[config.mk]
export PLATFORM = sky130hd
export DESIGN_NAME = multicycle_controller
export DESIGN_NICKNAME = d
export VERILOG_FILES = /design/src/rtl/ctrl_pkg.sv /design/src/rtl/multicycle_controller_alu_decoder.sv /design/src/rtl/multicycle_controller.sv
export SDC_FILE = /design/constraint.sdc
export NUM_CORES = 1
export LEC_CHECK = 0
export CAP_MARGIN = 10
export CORE_AREA = 2 2 39 41
export CTS_CLUSTER_DIAMETER = 30
export DETAILED_ROUTE_END_ITERATION = 8
export DIE_AREA = 0 0 41 43
export PLACE_DENSITY = 0.75
export RECOVER_POWER = 50
export SLEW_MARGIN = 20
export SYNTH_ARGS = -nofsm -noshare
export SYNTH_HDL_FRONTEND = slang
export SYNTH_SLANG_ARGS = --single-unit
[constraint.sdc]
create_clock -name clk -period 2.45 [get_ports clk]
set_input_delay 0.245 -clock clk [delete_from_list [all_inputs] [get_ports clk]]
set_output_delay 0.245 -clock clk [all_outputs]
set_load 0.05 [all_outputs]
[src/rtl/ctrl_pkg.sv]
// ctrl_pkg: shared definitions for the multicycle ARM control unit.
//   - state_t       : 4-bit main FSM state encoding
//   - OP_*          : instr[27:26] instruction classes
//   - CMD_*         : data-processing cmd field values (instr[24:21])
//   - SRCB_*/RES_*/ALU_* : datapath select and ALU control encodings
//   - is_cmp()      : recognises the compare command
package ctrl_pkg;

  typedef enum logic [3:0] {
    S_FETCH    = 4'd0,
    S_DECODE   = 4'd1,
    S_MEMADR   = 4'd2,
    S_MEMREAD  = 4'd3,
    S_MEMWB    = 4'd4,
    S_MEMWRITE = 4'd5,
    S_EXECUTER = 4'd6,
    S_EXECUTEI = 4'd7,
    S_ALUWB    = 4'd8,
    S_BRANCH   = 4'd9
  } state_t;

  // Instruction class in instr[27:26]; 2'b11 is undefined and runs as a NOP.
  localparam logic [1:0] OP_DP  = 2'b00;
  localparam logic [1:0] OP_MEM = 2'b01;
  localparam logic [1:0] OP_BR  = 2'b10;

  localparam logic [3:0] CMD_AND = 4'b0000;
  localparam logic [3:0] CMD_SUB = 4'b0010;
  localparam logic [3:0] CMD_ADD = 4'b0100;
  localparam logic [3:0] CMD_CMP = 4'b1010;
  localparam logic [3:0] CMD_ORR = 4'b1100;

  localparam logic [1:0] SRCB_RM   = 2'b00;
  localparam logic [1:0] SRCB_IMM  = 2'b01;
  localparam logic [1:0] SRCB_FOUR = 2'b10;

  localparam logic [1:0] RES_ALUOUT = 2'b00;
  localparam logic [1:0] RES_DATA   = 2'b01;
  localparam logic [1:0] RES_ALU    = 2'b10;

  localparam logic [1:0] ALU_ADD = 2'b00;
  localparam logic [1:0] ALU_SUB = 2'b01;
  localparam logic [1:0] ALU_AND = 2'b10;
  localparam logic [1:0] ALU_ORR = 2'b11;

  function automatic logic is_cmp(input logic [3:0] cmd);
    return (cmd == CMD_CMP);
  endfunction

endpackage

[src/rtl/multicycle_controller_alu_decoder.sv]
// alu_decoder: combinational ALU-control, flag-write and PC-write decode.
// Ports:
//   aluop      in  1  high in the EXECUTE states; otherwise the ALU adds
//   funct      in  5  instr[24:20]: [4:1]=cmd, [0]=S
//   rd         in  4  destination register
//   regw_raw   in  1  register write request from the FSM
//   alucontrol out 2  ALU operation
//   flagw      out 2  [1]=NZ write, [0]=CV write
//   pcs        out 1  PC write caused by a register write to r15
module alu_decoder
  import ctrl_pkg::*;
(
  input  logic       aluop,
  input  logic [4:0] funct,
  input  logic [3:0] rd,
  input  logic       regw_raw,
  output logic [1:0] alucontrol,
  output logic [1:0] flagw,
  output logic       pcs
);

  logic [1:0] w_alu;
  logic [1:0] w_flagw;

  // ALU operation and flag-write enables from the data-processing command.
  always_comb begin
    w_alu   = ALU_ADD;
    w_flagw = 2'b00;
    if (aluop) begin
      case (funct[4:1])
        CMD_ADD:          w_alu = ALU_ADD;
        CMD_SUB, CMD_CMP: w_alu = ALU_SUB;
        CMD_AND:          w_alu = ALU_AND;
        CMD_ORR:          w_alu = ALU_ORR;
        default:          w_alu = ALU_ADD;
      endcase
      // Logical ops leave C and V untouched, so only arithmetic updates CV.
      w_flagw[1] = funct[0];
      w_flagw[0] = funct[0] & ((w_alu == ALU_ADD) | (w_alu == ALU_SUB));
    end else begin
      w_alu   = ALU_ADD;
      w_flagw = 2'b00;
    end
  end

  assign alucontrol = w_alu;
  assign flagw      = w_flagw;
  assign pcs        = (rd == 4'd15) & regw_raw;

endmodule

[src/rtl/multicycle_controller.sv]
// multicycle_controller: main FSM of the multicycle ARM control unit.
// Emits unconditioned strobes (pcs, regw, memw, flagw) for the condition
// stage, plus irwrite/nextpc and the datapath mux selects and ALU control.
// Ports:
//   clk, reset           rising-edge clock, synchronous active-high reset
//   op[1:0]              instr[27:26] instruction class
//   funct[5:0]           instr[25:20]: [5]=I, [4:1]=cmd, [0]=S/L
//   rd[3:0]              instr[15:12] destination register
//   pcs, regw, memw      PC / register / memory write requests
//   flagw[1:0]           NZ / CV flag write requests
//   nextpc, irwrite      PC+4 update and IR load (FETCH)
//   adrsrc, alusrca      memory address and ALU A selects
//   alusrcb, resultsrc   ALU B and result selects
//   alucontrol[1:0]      ALU operation
module multicycle_controller
  import ctrl_pkg::*;
#(
  parameter bit CMP_NOWRITE = 1'b1
) (
  input  logic       clk,
  input  logic       reset,
  input  logic [1:0] op,
  input  logic [5:0] funct,
  input  logic [3:0] rd,
  output logic       pcs,
  output logic       regw,
  output logic       memw,
  output logic [1:0] flagw,
  output logic       nextpc,
  output logic       irwrite,
  output logic       adrsrc,
  output logic       alusrca,
  output logic [1:0] alusrcb,
  output logic [1:0] resultsrc,
  output logic [1:0] alucontrol
);

  state_t     r_state;
  state_t     w_next_state;
  state_t     w_dec_state;

  logic       w_irwrite;
  logic       w_nextpc;
  logic       w_regw_raw;
  logic       w_memw;
  logic       w_branch;
  logic       w_aluop;
  logic       w_adrsrc;
  logic       w_alusrca;
  logic [1:0] w_alusrcb;
  logic [1:0] w_resultsrc;
  logic [1:0] w_alucontrol;
  logic [1:0] w_flagw;
  logic       w_pcs_dec;

  // State register; reset (and any abort) returns to FETCH.
  always_ff @(posedge clk) begin
    if (reset) begin
      r_state <= S_FETCH;
    end else begin
      r_state <= w_next_state;
    end
  end

  // While reset is held the selects show FETCH values regardless of r_state.
  assign w_dec_state = reset ? S_FETCH : r_state;

  // Next-state and Moore output decode.
  always_comb begin
    w_next_state = S_FETCH;
    w_irwrite    = 1'b0;
    w_nextpc     = 1'b0;
    w_regw_raw   = 1'b0;
    w_memw       = 1'b0;
    w_branch     = 1'b0;
    w_aluop      = 1'b0;
    w_adrsrc     = 1'b0;
    w_alusrca    = 1'b0;
    w_alusrcb    = SRCB_RM;
    w_resultsrc  = RES_ALUOUT;
    case (w_dec_state)
      S_FETCH: begin
        w_alusrca    = 1'b1;
        w_alusrcb    = SRCB_FOUR;
        w_resultsrc  = RES_ALU;
        w_irwrite    = 1'b1;
        w_nextpc     = 1'b1;
        w_next_state = S_DECODE;
      end
      S_DECODE: begin
        w_alusrca   = 1'b1;
        w_alusrcb   = SRCB_FOUR;
        w_resultsrc = RES_ALU;
        case (op)
          OP_MEM:  w_next_state = S_MEMADR;
          OP_DP:   w_next_state = funct[5] ? S_EXECUTEI : S_EXECUTER;
          OP_BR:   w_next_state = S_BRANCH;
          default: w_next_state = S_FETCH;
        endcase
      end
      S_MEMADR: begin
        w_alusrcb    = SRCB_IMM;
        w_next_state = funct[0] ? S_MEMREAD : S_MEMWRITE;
      end
      S_MEMREAD: begin
        w_adrsrc     = 1'b1;
        w_next_state = S_MEMWB;
      end
      S_MEMWB: begin
        w_resultsrc  = RES_DATA;
        w_regw_raw   = 1'b1;
        w_next_state = S_FETCH;
      end
      S_MEMWRITE: begin
        w_adrsrc     = 1'b1;
        w_memw       = 1'b1;
        w_next_state = S_FETCH;
      end
      S_EXECUTER: begin
        w_alusrcb    = SRCB_RM;
        w_aluop      = 1'b1;
        w_next_state = S_ALUWB;
      end
      S_EXECUTEI: begin
        w_alusrcb    = SRCB_IMM;
        w_aluop      = 1'b1;
        w_next_state = S_ALUWB;
      end
      S_ALUWB: begin
        w_resultsrc = RES_ALUOUT;
        // A compare only sets flags; optionally keep it off the register file.
        if (CMP_NOWRITE && is_cmp(funct[4:1])) begin
          w_regw_raw = 1'b0;
        end else begin
          w_regw_raw = 1'b1;
        end
        w_next_state = S_FETCH;
      end
      S_BRANCH: begin
        w_alusrcb    = SRCB_IMM;
        w_resultsrc  = RES_ALU;
        w_branch     = 1'b1;
        w_next_state = S_FETCH;
      end
      default: begin
        w_next_state = S_FETCH;
      end
    endcase
  end

  alu_decoder u_alu_decoder (
    .aluop      (w_aluop),
    .funct      (funct[4:0]),
    .rd         (rd),
    .regw_raw   (w_regw_raw),
    .alucontrol (w_alucontrol),
    .flagw      (w_flagw),
    .pcs        (w_pcs_dec)
  );

  // Strobes are suppressed in the reset cycle; selects pass through.
  assign pcs        = (w_pcs_dec | w_branch) & ~reset;
  assign regw       = w_regw_raw & ~reset;
  assign memw       = w_memw & ~reset;
  assign flagw      = w_flagw & {2{~reset}};
  assign nextpc     = w_nextpc & ~reset;
  assign irwrite    = w_irwrite & ~reset;
  assign adrsrc     = w_adrsrc;
  assign alusrca    = w_alusrca;
  assign alusrcb    = w_alusrcb;
  assign resultsrc  = w_resultsrc;
  assign alucontrol = w_alucontrol;

endmodule

# ---- After elaboration in Yosys (flattened, before gate mapping)
# Index checks and enable logic that the tools add are counted.
dict set report word_totals {
  regBits 4
  latch_bits 0
  ram_bits 0
  mem_bits_ro 0
  elab_cells 56
  memories 0
}
dict set report classes {
  n_addsub 0
  multipliers 0
  n_div 0
  magnitude_cmp 0
  eq_ne 16
  shift 0
  mux 19
  bitwise_logic 10
  n_reduce_logical 10
}
# cell n
set ops {}
lappend ops {{equality test 4 bit, second input constant} 5}
lappend ops {{one-hot mux 4 bit (5 select lines)} 1}
lappend ops {{equality test 4 x 3 -> 1 bit, second input constant} 4}
lappend ops {{equality test 4 x 2 -> 1 bit, second input constant} 3}
lappend ops {{one-hot mux 4 bit (3 select lines)} 1}
lappend ops {{zero test 4 bit} 2}
lappend ops {{two-way mux 1 bit} 8}
lappend ops {{one-hot mux 2 bit (2 select lines)} 2}
lappend ops {{OR reduction 2 bit} 4}
lappend ops {{bitwise AND 1 bit} 6}
lappend ops {{two-way mux 2 bit} 3}
lappend ops {{one-hot mux 2 bit (3 select lines)} 1}
lappend ops {{OR reduction 3 bit} 2}
lappend ops {{equality test 2 x 1 -> 1 bit, second input constant} 2}
lappend ops {{equality test 4 x 1 -> 1 bit, second input constant} 1}
lappend ops {{zero test 2 bit} 2}
lappend ops {{two-way mux 4 bit} 1}
lappend ops {{two-way mux 3 bit} 1}
lappend ops {{bitwise AND 2 bit} 1}
lappend ops {{equality test 2 bit, second input constant} 1}
lappend ops {{OR 1 bit} 2}
lappend ops {{one-hot mux 1 bit (2 select lines)} 1}
lappend ops {{NOT 1 bit} 1}

# ---- Depth between registers and ports, before layout
dict set report logic_depth {
  depth_word 10
  mapped_depth 4
}

# ---- Modules after synthesis
# From an unflattened synthesis, not the netlist that was laid out.
dict set report hier_totals {
  hier_cells 60
  hier_area_um2 440.4
}
# module instances cells_per_inst area_each_um2
set by_module_without_submodules {}
lappend by_module_without_submodules {multicycle_controller 1 49 374.1}
lappend by_module_without_submodules {alu_decoder 1 11 66.3}

# ---- Worst setup path before layout
# Ideal clock, no wire load.
dict set report synth_path {
  path_type {flip-flop to output port}
  startpoint {register r_state[0]}
  endpoint {output port nextpc}
  arrival_time_ps 2770
  t_required_ps 2205
  slack_ps -565
  stages_incl_launch_ff 5
  path_buffers 2
  cell_sequence {dfxtp_1 clkbuf_1 or2_2 nor4_1 buf_4}
}
dict set report synth_via {
  elab_chain_cells 4
}
# item line
set synth_rtl {}
lappend synth_rtl {{start: declaration} multicycle_controller.sv:38} ;# state_t r_state;
lappend synth_rtl {{start signal: assignment} multicycle_controller.sv:61} ;# r_state <= w_next_state;
lappend synth_rtl {{two-way mux 4 bit} multicycle_controller.sv:66} ;# assign w_dec_state = reset ? S_FETCH : r_state;
lappend synth_rtl {{zero test 4 bit} --}
lappend synth_rtl {{two-way mux 1 bit} --}
lappend synth_rtl {{bitwise AND 1 bit} --}
lappend synth_rtl {{end: declaration} multicycle_controller.sv:29} ;# output logic nextpc,
# No other way between the ends.

# ---- Worst setup path after layout
dict set report layout_path {
  startpoint {input port reset}
  endpoint {output port alusrca}
}
dict set report layout_via {
  elab_chain_cells 4
  elab_cells_between_ends 5
}
# item line
set layout_rtl {}
lappend layout_rtl {{start: declaration} multicycle_controller.sv:21} ;# input logic reset,
lappend layout_rtl {{two-way mux 4 bit *} multicycle_controller.sv:66}
lappend layout_rtl {{equality test 4 x 1 -> 1 bit / zero test 4 bit (equally long branches)} multicycle_controller.sv:81} ;# case (w_dec_state)
lappend layout_rtl {{OR reduction 2 bit (no source line) *} --}
lappend layout_rtl {{two-way mux 1 bit *} multicycle_controller.sv:81}
lappend layout_rtl {{end: declaration} multicycle_controller.sv:32} ;# output logic alusrca,
# Mark *: on every way between the ends. The rest lies on a longest branch, timed or not.

==> qor.yml <==
status: "finished clean"
stdcell_count: 100
start_util_pct: 31.65
busiest_layer: "met2"
die_area_um2: 1763
synth.distinct_cells: 36
place_inst: 97
period_needed_ps: 2170
grt_overflow: 0
seq_area_frac_synth_pct: 18.29
fin_setup_tns_ps: 0
syn_area_um2: 437.9
insertion_delay_ps: 240
arrival_ps: 1930
wire_per_inst_um: 11.16
vias: 528
largest-register: "r_state"
syn_area_per_cell_um2: 7.550
vias_per_cell: 5.280
hold_buffers: 0
synthCells: 58
ys_ff_latch: 4
coreArea_um2: 1384
rsz0062_at_grt: "false"
place_worst_setup_slack_ps: 345.6
place_congestion: 0.7194
track_usage_pct: 15.55
final_antenna_net_count: 0
io_buffer_count: 28
synthFlopType: "dfxtp_1"
cts_resized: 0
cp-end-kind: "primary output"
routed_wl_mm: 1.116
met1_usage_pct: 20.19
fmax_mhz: 460.8
cts-root-buf: "clkbuf_4"
finalSetupViolations: 0
layout-drive-gt1-share_pct: 26.19
die_height_um: 43
ir_drop_mv: 0.1877
slew_headroom_pct: 60.59
use_met3_pct: 1.571
area_delta_synth_final_pct: 78.00
syn_nets: 72
cp.required_ps: 2200
hold_viol: 0
yosysWarnings: 0
grt_pass1_vias: 487
whs_ps: 639.5
insertedDiodeCount: 0
die_w_um: 41
timing.max_cap.violations: 0
cts_htree_levels: 1
fin_crit_sh_pct: 88.58
synth_edf_count: 0
worst_pin_slew_ps: 593.8
cts_tree: "built"
p_leak_uw: 0.0002834
total_power_uw: 283.9
grt_max_degree: 13
met2_usage_pct: 23.13
largest_reg_flops: 4
critPathLaunchType: "primary input"
hold_start: "r_state[0]$_SDFF_PP0_"
drt_iter0_drc: 17
reg2reg_slack_ps: 1260
clk_pin_slew_worst_paths_ps: 40
fin_skew_ps: 6.375
crit_fanout: 9
rows: 14
cts_setup_buffers: 0
fin_nets: 100
drc_errors: 0
powerDensity_nw_per_um2: 364.2
layout_setup_ws_ps: 279.7
hpwlAfterDp_um: 886.6
grt_pass1_wl_mm: 1.918
cts_sinks: 4
r2r-start: "r_state[2]$_SDFF_PP0_"
ys_async_sr_fraction_pct: 0
drv_slew: 0
clockBufferDepth: 2
critical_path_class: "in2out"
numCtsBuffers: 3
antenna_found_initial: 0
dr.pass1.iters: 4
crit_start: "reset"
num_io_pins: 29
hold_path.class: "reg2reg"
top_regs: "r_state: 4 flops"
[logic make-up (layout without fill, tap and decap cells)]
family	after synthesis	in the layout	share of synthesized area, %
muxes	1	1	2.571
DFF	4	4	18.29
and+or+nand+nor	33	33	45.43
xor gates and xnor gates	2	2	4.001
AOI/OAI and AO/OA	10	10	19.14
buffers and inverters	8	34	10.57
[critical path, cell delays in order]
cell and delay, ps:
dlygate4sd3_1 710, or2_1 170, clkdlybuf4s50_1 800
[cell type report]
class	count	area (um2)
fill	135	604.3
sequential	4	80.08
clock buffer	3	22.52
timing repair buffer	28	332.8
inverter	3	13.76
tap	16	20.02
multi-input combinational	46	310.3
[synth_stat cells (2+ instances only)]
cell type  instances  share of area (%)
a21oi_1            3                3.4
nor3_1             5                5.7
nand2_1            4                3.4
nor2_1             7                6.0
inv_1              2                1.7
xor2_1             2                4.0
buf_2              2                2.3
or2_2              2                2.9
dfxtp_1            4                 18
[metrics by stage]
step / cell area, um2 / util, %
after floorplan: 444.2 / -
after global placement: 779.5 / 56.33
after detailed placement: 779.5 / 56.33
after CTS: 802.0 / 57.96
after global routing: 779.5 / 56.33
final: 779.5 / 56.33
[worst paths after layout]
check / end / cells past startpoint
worst max-delay path: alusrca / 3
worst max register to register: r_state[3]$_SDFF_PP0_ / 2
worst min-delay path: r_state[0]$_SDFF_PP0_ / 1
worst min register to register: r_state[0]$_SDFF_PP0_ / 1
[placed cells by master (no fill, tap or decap), types with 2 or more instances in the layout]
| cell | netlist | routed |
|---|---|---|
| clkdlybuf4s50_1 | 0 | 14 |
| buf_12 | 0 | 8 |
| nor2_1 | 7 | 7 |
| nor3_1 | 5 | 5 |
| nand2_1 | 4 | 4 |
| clkbuf_1 | 1 | 4 |
| dfxtp_1 | 4 | 4 |
| a21oi_1 | 3 | 3 |
| clkbuf_4 | 0 | 3 |
| or2_2 | 2 | 2 |
| inv_1 | 2 | 2 |
| xor2_1 | 2 | 2 |
[where the power goes]
group,switching (uW),internal [uW]
Sequential,13.5,69.7
Combinational,63.9,52.7
Clock,29.2,55.0
Total,107,177
[routing by layer]
layer  vias to the layer above  wire length, um
met1                       236              469
li1                        265                -
met4                         0               12
met3                         2               73
met5                         -                0
met2                        25              561
Power figures use the tool's default switching activity.
